## config.mk

```make
export PLATFORM = sky130hd
export DESIGN_NAME = clock_generator
export DESIGN_NICKNAME = d
export VERILOG_FILES = /design/src/rtl/clock_generator_pkg.sv /design/src/rtl/clock_generator.sv
export SDC_FILE = /design/constraint.sdc
export NUM_CORES = 1
export LEC_CHECK = 0
export ABC_AREA = 1
export BUFFER_PORTS_ARGS = -buffer_cell sky130_fd_sc_hd__buf_2
export CORE_MARGIN = 4
export CORE_UTILIZATION = 55
export CTS_BUF_LIST = sky130_fd_sc_hd__clkbuf_16
export DETAILED_ROUTE_END_ITERATION = 10
export PLACE_DENSITY_LB_ADDON = 0.1
export SLEW_MARGIN = 20
export SYNTH_ARGS = -nofsm -noshare
export SYNTH_HDL_FRONTEND = slang
export SYNTH_SLANG_ARGS = --single-unit
```

## constraint.sdc

```tcl
create_clock -name clk -period 4.9 [get_ports clk]
set_clock_uncertainty 0.05 [all_clocks]
set_input_delay 0.49 -clock clk [delete_from_list [all_inputs] [get_ports clk]]
set_output_delay 0.49 -clock clk [all_outputs]
set_load 0.005 [all_outputs]
```

## src/rtl/clock_generator_pkg.sv

```systemverilog
// Shared constants and types for the programmable clock divider.
//
//   DivWDefault     default width of the divide ratio and counter
//   DefaultDivRatio ratio loaded at reset
//   MinDivRatio     smallest ratio honoured; smaller requests are clamped up to it
//   cg_state_e      run/idle state of the divider
package clock_generator_pkg;

    localparam int unsigned DivWDefault     = 8;
    localparam int unsigned DefaultDivRatio = 2;
    localparam int unsigned MinDivRatio     = 2;

    typedef enum logic {
        StIdle,
        StRun
    } cg_state_e;

endpackage

```

## src/rtl/clock_generator.sv

```systemverilog
// Programmable clock divider producing the processor "clock" from the reference clk.
// The output is always register-driven: a rising-edge phase flop ANDed with a
// falling-edge duty-correction flop, giving 50% duty for both even and odd ratios.
//
// Ports
//   clk         reference clock; all state on the rising edge except the duty flop
//   rst_n       asynchronous active-low reset
//   en          run enable, sampled on the clk rising edge
//   div_ratio   requested ratio N (values below 2 act as 2)
//   clock       divided output clock
//   clock_rise  1-clk pulse in the clk cycle where clock rises
//   clock_fall  1-clk pulse in the clk cycle where clock falls
//   ratio_ack   1-clk pulse when a different ratio becomes the active ratio
module clock_generator
    import clock_generator_pkg::*;
#(
    parameter int unsigned DIV_W       = DivWDefault,
    parameter int unsigned DEFAULT_DIV = DefaultDivRatio
) (
    input  logic             clk,
    input  logic             rst_n,
    input  logic             en,
    input  logic [DIV_W-1:0] div_ratio,
    output logic             clock,
    output logic             clock_rise,
    output logic             clock_fall,
    output logic             ratio_ack
);

    localparam logic [DIV_W-1:0] RatioRst = (DEFAULT_DIV < MinDivRatio) ?
                                            DIV_W'(MinDivRatio) : DIV_W'(DEFAULT_DIV);
    // Duty flop idles high for even ratios so the output follows the phase flop directly.
    localparam logic NegRst = ~RatioRst[0];

    function automatic logic [DIV_W-1:0] clamp_ratio(input logic [DIV_W-1:0] r);
        return (r < DIV_W'(MinDivRatio)) ? DIV_W'(MinDivRatio) : r;
    endfunction

    // Number of counts the phase flop is high: ceil(N/2), computed without overflow.
    function automatic logic [DIV_W-1:0] high_counts(input logic [DIV_W-1:0] n);
        return (n >> 1) + {{(DIV_W-1){1'b0}}, n[0]};
    endfunction

    cg_state_e        state_q, state_d;
    logic [DIV_W-1:0] cnt_q, cnt_d;
    logic [DIV_W-1:0] ratio_q, ratio_d;
    logic [DIV_W-1:0] pend_q, pend_d;
    logic             clk_q, clk_d;
    logic             rise_q, rise_d;
    logic             fall_q, fall_d;
    logic             ack_q, ack_d;
    logic             neg_q;

    logic [DIV_W-1:0] cnt_last;
    logic [DIV_W-1:0] cnt_adv;
    logic             at_last;
    logic             high_adv;
    logic             park;
    logic             next_odd;

    // Counter advance shared by the FSM and datapath.
    always_comb begin
        cnt_last = ratio_q - DIV_W'(1);
        at_last  = (cnt_q == cnt_last);
        cnt_adv  = at_last ? '0 : cnt_q + DIV_W'(1);
        // At a wrap cnt_adv is 0, which is high for any ratio.
        high_adv = (cnt_adv < high_counts(ratio_q));
        // With en low, only an unfinished high phase keeps the counter running.
        park     = !en && !(clk_q && high_adv);
    end

    // State register.
    always_ff @(posedge clk or negedge rst_n) begin
        if (!rst_n) begin
            state_q <= StIdle;
        end else begin
            state_q <= state_d;
        end
    end

    // Next-state logic.
    always_comb begin
        state_d = state_q;
        unique case (state_q)
            StIdle:  if (en) state_d = StRun;
            StRun:   if (park) state_d = StIdle;
            default: state_d = StIdle;
        endcase
    end

    // Datapath next-state.
    always_comb begin
        cnt_d   = cnt_q;
        ratio_d = ratio_q;
        pend_d  = pend_q;
        clk_d   = clk_q;
        rise_d  = 1'b0;
        fall_d  = 1'b0;
        ack_d   = 1'b0;
        unique case (state_q)
            StIdle: begin
                cnt_d = '0;
                clk_d = 1'b0;
                if (en) begin
                    clk_d  = 1'b1;
                    rise_d = 1'b1;
                end
            end
            StRun: begin
                if (park) begin
                    cnt_d  = '0;
                    clk_d  = 1'b0;
                    fall_d = clk_q;
                end else begin
                    cnt_d  = cnt_adv;
                    clk_d  = high_adv;
                    rise_d = at_last;
                    fall_d = clk_q & ~high_adv;
                    // Capture the request as the final count begins so its parity is
                    // known to the duty flop before the wrap that applies it.
                    if (cnt_adv == cnt_last) begin
                        pend_d = clamp_ratio(div_ratio);
                    end
                    if (at_last) begin
                        ratio_d = pend_q;
                        ack_d   = (pend_q != ratio_q);
                    end
                end
            end
            default: begin
                cnt_d = '0;
                clk_d = 1'b0;
            end
        endcase
    end

    always_ff @(posedge clk or negedge rst_n) begin
        if (!rst_n) begin
            cnt_q   <= '0;
            ratio_q <= RatioRst;
            pend_q  <= RatioRst;
            clk_q   <= 1'b0;
            rise_q  <= 1'b0;
            fall_q  <= 1'b0;
            ack_q   <= 1'b0;
        end else begin
            cnt_q   <= cnt_d;
            ratio_q <= ratio_d;
            pend_q  <= pend_d;
            clk_q   <= clk_d;
            rise_q  <= rise_d;
            fall_q  <= fall_d;
            ack_q   <= ack_d;
        end
    end

    // Parity of the ratio governing the next rising edge: during the final count that is
    // the pending ratio, otherwise the active one.
    always_comb begin
        next_odd = (state_q == StRun && at_last) ? pend_q[0] : ratio_q[0];
    end

    // Duty-correction flop: for odd ratios it delays the rise by half a clk period, so the
    // AND below is high for exactly N/2 periods; for even ratios it holds high.
    always_ff @(negedge clk or negedge rst_n) begin
        if (!rst_n) begin
            neg_q <= NegRst;
        end else begin
            neg_q <= next_odd ? clk_q : 1'b1;
        end
    end

    // Outputs: flop-only paths, no combinational route from clk.
    always_comb begin
        clock      = clk_q & neg_q;
        clock_rise = rise_q;
        clock_fall = fall_q;
        ratio_ack  = ack_q;
    end

endmodule

```

Word-level counts from Yosys, hierarchy flattened. Cells that the tools add are included.

Register bits after elaboration: 30. Input port bits: 11. Output and inout bits: 4. Word-level logic and storage cells: 47.

Add/subtract/negate cells: 3. Order comparisons: 2. Equality and inequality tests: 3. Muxes and demuxes: 18. Bitwise logic cells: 5. Reduce and logical (&&, ||, !) cells: 7.

Operators with widths (count): two-way mux 8 bit (3); equality test 8 bit (2); one-hot mux 8 bit (2 select lines) (1); two-way mux 1 bit (11); adder 7 x 1 -> 8 bit (1); adder 8 x 1 -> 8 bit (second input constant) (1); < comparator 8 x 2 -> 1 bit (second input constant) (1); < comparator 8 bit (1); != test 8 bit (1); subtractor 8 x 1 -> 8 bit (second input constant) (1); one-hot mux 1 bit (2 select lines) (3); AND reduction 3 bit (2); logical AND 1 bit (3); inverter 1 bit (3); bitwise AND 1 bit (2); zero test 1 bit (2).

Longest topological paths before layout.
Depth in word-level cells: 9. Depth in mapped cells: 24. Gate-level depth less buffers: 22.

==> metrics.txt <==
# TYPE chip_impl_metric gauge
chip_impl_info{name="outcome",value="completed"} 1
chip_impl_metric{name="finalSetupViolCount",unit=""} 0
chip_impl_metric{name="finalMaxSlewViolations",unit=""} 0
chip_impl_metric{name="synth.yosys.seq_area_share",unit=""} 0.348
chip_impl_metric{name="preCtsSetupSlack",unit="ps"} 373
chip_impl_metric{name="holdBufCountCts",unit=""} 0
chip_impl_metric{name="portBuffers",unit=""} 14
chip_impl_metric{name="syn-instance-count",unit=""} 301
chip_impl_metric{name="fill_cells",unit=""} 337
chip_impl_metric{name="synth_cell_types",unit=""} 32
chip_impl_metric{name="yosys_warnings",unit=""} 0
chip_impl_metric{name="number_of_antenna_violations_at_the_first_check_in_global_routing",unit=""} 0
chip_impl_metric{name="detailroute.wirelength.met3",unit="um"} 179
chip_impl_metric{name="post_synth.cell_area_avg",unit="um^2"} 7.20
chip_impl_metric{name="routed_wirelength",unit="mm"} 4.46
chip_impl_metric{name="ctsLongestPathBuffers",unit=""} 2
chip_impl_metric{name="p_leak",unit="nW"} 1.34
chip_impl_metric{name="syn-num-nets",unit=""} 323
chip_impl_metric{name="final_nets",unit=""} 339
chip_impl_metric{name="grt_start_max_net_pins",unit=""} 31
chip_impl_metric{name="drt-wirelength-per-cell",unit="um"} 12.2
chip_impl_metric{name="drt_first_iter_violations",unit=""} 81
chip_impl_info{name="tritoncts",value="done"} 1
chip_impl_metric{name="clock_latency",unit="ps"} 270
chip_impl_metric{name="drc",unit=""} 0
chip_impl_metric{name="first_pass_iters",unit=""} 4
chip_impl_metric{name="crit_fanout",unit=""} 8
chip_impl_metric{name="die_height",unit="um"} 70.8
chip_impl_metric{name="drt-vias-per-instance",unit=""} 5.07
chip_impl_metric{name="dp.final_hpwl",unit="mm"} 3.38
chip_impl_metric{name="multi_input_logic_area",unit="um^2"} 1200
chip_impl_metric{name="pwr-share-clk",unit=""} 0.492
chip_impl_metric{name="worst_ep_required",unit="ps"} 2630
chip_impl_info{name="r2r-end",value="neg_q"} 1
chip_impl_info{name="mostFrequentLayoutCell",value="sky130_fd_sc_hd__nand2_1"} 1
chip_impl_metric{name="die_width",unit="um"} 70.8
chip_impl_metric{name="comb_power_share",unit=""} 0.078
chip_impl_metric{name="ff2ff_path_depth",unit=""} 8
chip_impl_metric{name="maxSlewHeadroom",unit=""} 0.688
chip_impl_metric{name="global_route.overflow_total",unit=""} 0
chip_impl_metric{name="total_switching_power",unit="mW"} 0.144
chip_impl_metric{name="synth.cell_area",unit="um^2"} 2170
chip_impl_info{name="clock-root-buffer",value="sky130_fd_sc_hd__clkbuf_16"} 1
chip_impl_metric{name="final_weighted_congestion_of_routability_driven_global_placement",unit=""} 0.846
chip_impl_metric{name="cts_resized",unit=""} 0
chip_impl_metric{name="gr-usage-all-layers",unit=""} 0.196
chip_impl_metric{name="power.density_cell_area",unit="nW/um^2"} 249
chip_impl_metric{name="coreArea",unit="um^2"} 3740
chip_impl_metric{name="worst-r2r-setup-slack",unit="ps"} 420
chip_impl_info{name="critical_path_class",value="flip-flop to flip-flop"} 1
chip_impl_info{name="top_signal_layer_used",value="met4"} 1
chip_impl_metric{name="clock_pin_slew_of_the_registers_on_the_worst_case_setup_and_hold_paths",unit="ps"} 50
chip_impl_metric{name="synthToLayoutAreaGrowth",unit="%"} 10.6
chip_impl_metric{name="start_util",unit=""} 0.579
chip_impl_metric{name="design.die.area",unit="um^2"} 5010
chip_impl_metric{name="rows",unit=""} 22
chip_impl_metric{name="hold-worst-slack",unit="ps"} 172
chip_impl_metric{name="finalHoldViolCount",unit=""} 0
chip_impl_metric{name="switching_share",unit=""} 0.241
chip_impl_metric{name="arrival",unit="ps"} 2210
chip_impl_info{name="crit-reg2reg-launch",value="ratio_q[0]"} 1
chip_impl_metric{name="m1WireLength",unit="mm"} 2.07
chip_impl_info{name="timing.hold.worst.class",value="input pin to async pin"} 1
chip_impl_info{name="setup_repair_after_global_routing_missed_its_margin",value="no"} 1
chip_impl_metric{name="final_antenna_net_count",unit=""} 0
chip_impl_metric{name="post_dp_cell_area",unit="um^2"} 2260
chip_impl_metric{name="yosys_register_bits",unit=""} 30
chip_impl_metric{name="n_antenna_cell",unit=""} 0
chip_impl_metric{name="seqPwrFrac",unit=""} 0.430
chip_impl_metric{name="global_route_wire_length_before_repair",unit="mm"} 7.94
chip_impl_metric{name="wl_met2",unit="mm"} 2.17
chip_impl_metric{name="drive_gt1_frac",unit=""} 0.129
chip_impl_metric{name="worst_max_slew_pin_slew",unit="ps"} 465
chip_impl_metric{name="htree_levels",unit=""} 2
chip_impl_metric{name="cap_viol_max_count",unit=""} 0
chip_impl_metric{name="detailroute.via_count",unit=""} 1854
chip_impl_info{name="mostFrequentLayoutCells",value="sky130_fd_sc_hd__nand2_1 (86), sky130_fd_sc_hd__inv_1 (40), sky130_fd_sc_hd__nand3_1 (38)"} 1
chip_impl_metric{name="fin_tns_setup",unit="ps"} 0
chip_impl_metric{name="layout.area.seq",unit="um^2"} 754
chip_impl_metric{name="postCtsSetupBuffers",unit=""} 0
chip_impl_metric{name="pin_count",unit=""} 15
chip_impl_metric{name="layout_setup_ws",unit="ps"} 423
chip_impl_metric{name="postLayoutCoreUtil",unit=""} 0.640
chip_impl_info{name="endpoint_class_of_the_critical_path",value="flip-flop"} 1
chip_impl_info{name="critical_path.startpoint_type",value="flip-flop"} 1
chip_impl_metric{name="clock_sink_count",unit=""} 30
chip_impl_metric{name="vdd_ir_drop_max",unit="V"} 0.000191
chip_impl_metric{name="final_cell_area",unit="um^2"} 2390
chip_impl_metric{name="cts_buffers",unit=""} 5
chip_impl_metric{name="power.internal",unit="mW"} 0.454
chip_impl_metric{name="via_count_of_the_first_global_routing_pass",unit=""} 1790
[through the flow]
| step | total power, mW | instances |
|---|---|---|
| final | 0.597 | 366 |
| after global routing | 0.624 | 366 |
| after CTS | 0.601 | 366 |
| after detailed placement | 0.311 | 358 |
| after global placement | 0.310 | 358 |
| after floorplan | 0.293 | 301 |
[cell type report]
cell class / count / area share
sequential: 30 / 0.315
clock buffer: 5 / 0.0522
tap: 48 / 0.0251
timing repair buffer: 16 / 0.0355
clock inverter: 4 / 0.00679
multi-input combinational: 222 / 0.501
inverter: 41 / 0.0643
[critical path, cell delays in order, from the launching register on]
cell	delay, ps
sky130_fd_sc_hd__dfrtp_1	510
sky130_fd_sc_hd__inv_2	120
sky130_fd_sc_hd__ha_1	270
sky130_fd_sc_hd__or2_1	280
sky130_fd_sc_hd__nand3_1	90
sky130_fd_sc_hd__nand2_1	70
sky130_fd_sc_hd__nor3_2	180
sky130_fd_sc_hd__nand3_2	130
sky130_fd_sc_hd__o311ai_0	300
[registers in the layout (all words and copies together) (netlist names)]
| name | count |
|---|---|
| cnt_q | 8 |
| pend_q | 8 |
| ratio_q | 8 |
| clk_q | 1 |
| clock_fall | 1 |
| clock_rise | 1 |
| neg_q | 1 |
| ratio_ack | 1 |
| state_q | 1 |
[cells in the mapped netlist]
cell | n | area [um^2]
sky130_fd_sc_hd__nor3_2 | 1 | 10.0
sky130_fd_sc_hd__inv_1 | 39 | 146
sky130_fd_sc_hd__dfstp_2 | 3 | 78.8
sky130_fd_sc_hd__nand3b_1 | 1 | 7.51
sky130_fd_sc_hd__ha_1 | 11 | 138
sky130_fd_sc_hd__nand4_1 | 6 | 37.5
sky130_fd_sc_hd__o21ai_1 | 2 | 10.0
sky130_fd_sc_hd__a21oi_1 | 3 | 15.0
sky130_fd_sc_hd__nor2_2 | 3 | 18.8
sky130_fd_sc_hd__nand2_2 | 3 | 18.8
sky130_fd_sc_hd__a21boi_0 | 1 | 7.51
sky130_fd_sc_hd__inv_2 | 2 | 7.51
sky130_fd_sc_hd__xnor2_1 | 10 | 87.6
sky130_fd_sc_hd__nor3_1 | 1 | 5.00
sky130_fd_sc_hd__o21ai_0 | 4 | 20.0
sky130_fd_sc_hd__nor2_1 | 29 | 109
sky130_fd_sc_hd__o311ai_0 | 1 | 8.76
sky130_fd_sc_hd__or2_2 | 1 | 6.26
sky130_fd_sc_hd__nand3_2 | 3 | 30.0
sky130_fd_sc_hd__nand2_4 | 2 | 22.5
sky130_fd_sc_hd__clkinv_1 | 1 | 3.75
sky130_fd_sc_hd__nand3_1 | 38 | 190
sky130_fd_sc_hd__dfrtp_1 | 27 | 676
sky130_fd_sc_hd__buf_2 | 4 | 20.0
sky130_fd_sc_hd__or2_1 | 1 | 6.26
sky130_fd_sc_hd__or4_1 | 1 | 7.51
sky130_fd_sc_hd__nand2_1 | 86 | 323
sky130_fd_sc_hd__xor2_1 | 11 | 96.3
sky130_fd_sc_hd__buf_6 | 3 | 33.8
sky130_fd_sc_hd__a211oi_1 | 1 | 7.51
sky130_fd_sc_hd__nor2_4 | 1 | 11.3
sky130_fd_sc_hd__nor4_1 | 1 | 6.26
[cell families (layout without fill, tap and decap cells)]
family	count (synthesis)	after routing	synth area share
adder cells (fa/ha/maj)	11	11	0.0635
buffers and inverters	49	66	0.0976
flip-flops	30	30	0.348
AND/OR/NAND/NOR	178	178	0.374
XOR/XNOR	21	21	0.0849
AO/OA/AOI/OAI	12	12	0.0318
[how the worst max path moves through the flow]
stage,start,to,slack (ps),cells after the start
6_report,ratio_q[0],neg_q,420,8
2_1_floorplan,ratio_q[1],neg_q,430,9
3_5_place_dp,ratio_q[1],neg_q,370,8
5_1_grt,ratio_q[0],neg_q,150,8
3_3_place_gp,ratio_q[1],neg_q,480,8
4_1_cts,ratio_q[1],neg_q,430,8
[metal layers]
metal	vias up	track usage
met5	-	0
met4	0	0.0480
met3	5	0.0384
met2	29	0.340
met1	840	0.251
li1	980	-
[power by group through the flow]
stage	Sequential, mW	Combinational [mW]	Clock, mW
after floorplan	0.260	0.0299	0.00255
after global placement	0.261	0.0466	0.00255
after detailed placement	0.261	0.0474	0.00255
after CTS	0.257	0.0476	0.296
after global routing	0.258	0.0539	0.312
final	0.257	0.0465	0.294
Note: power is estimated with default switching activity, not from simulation.
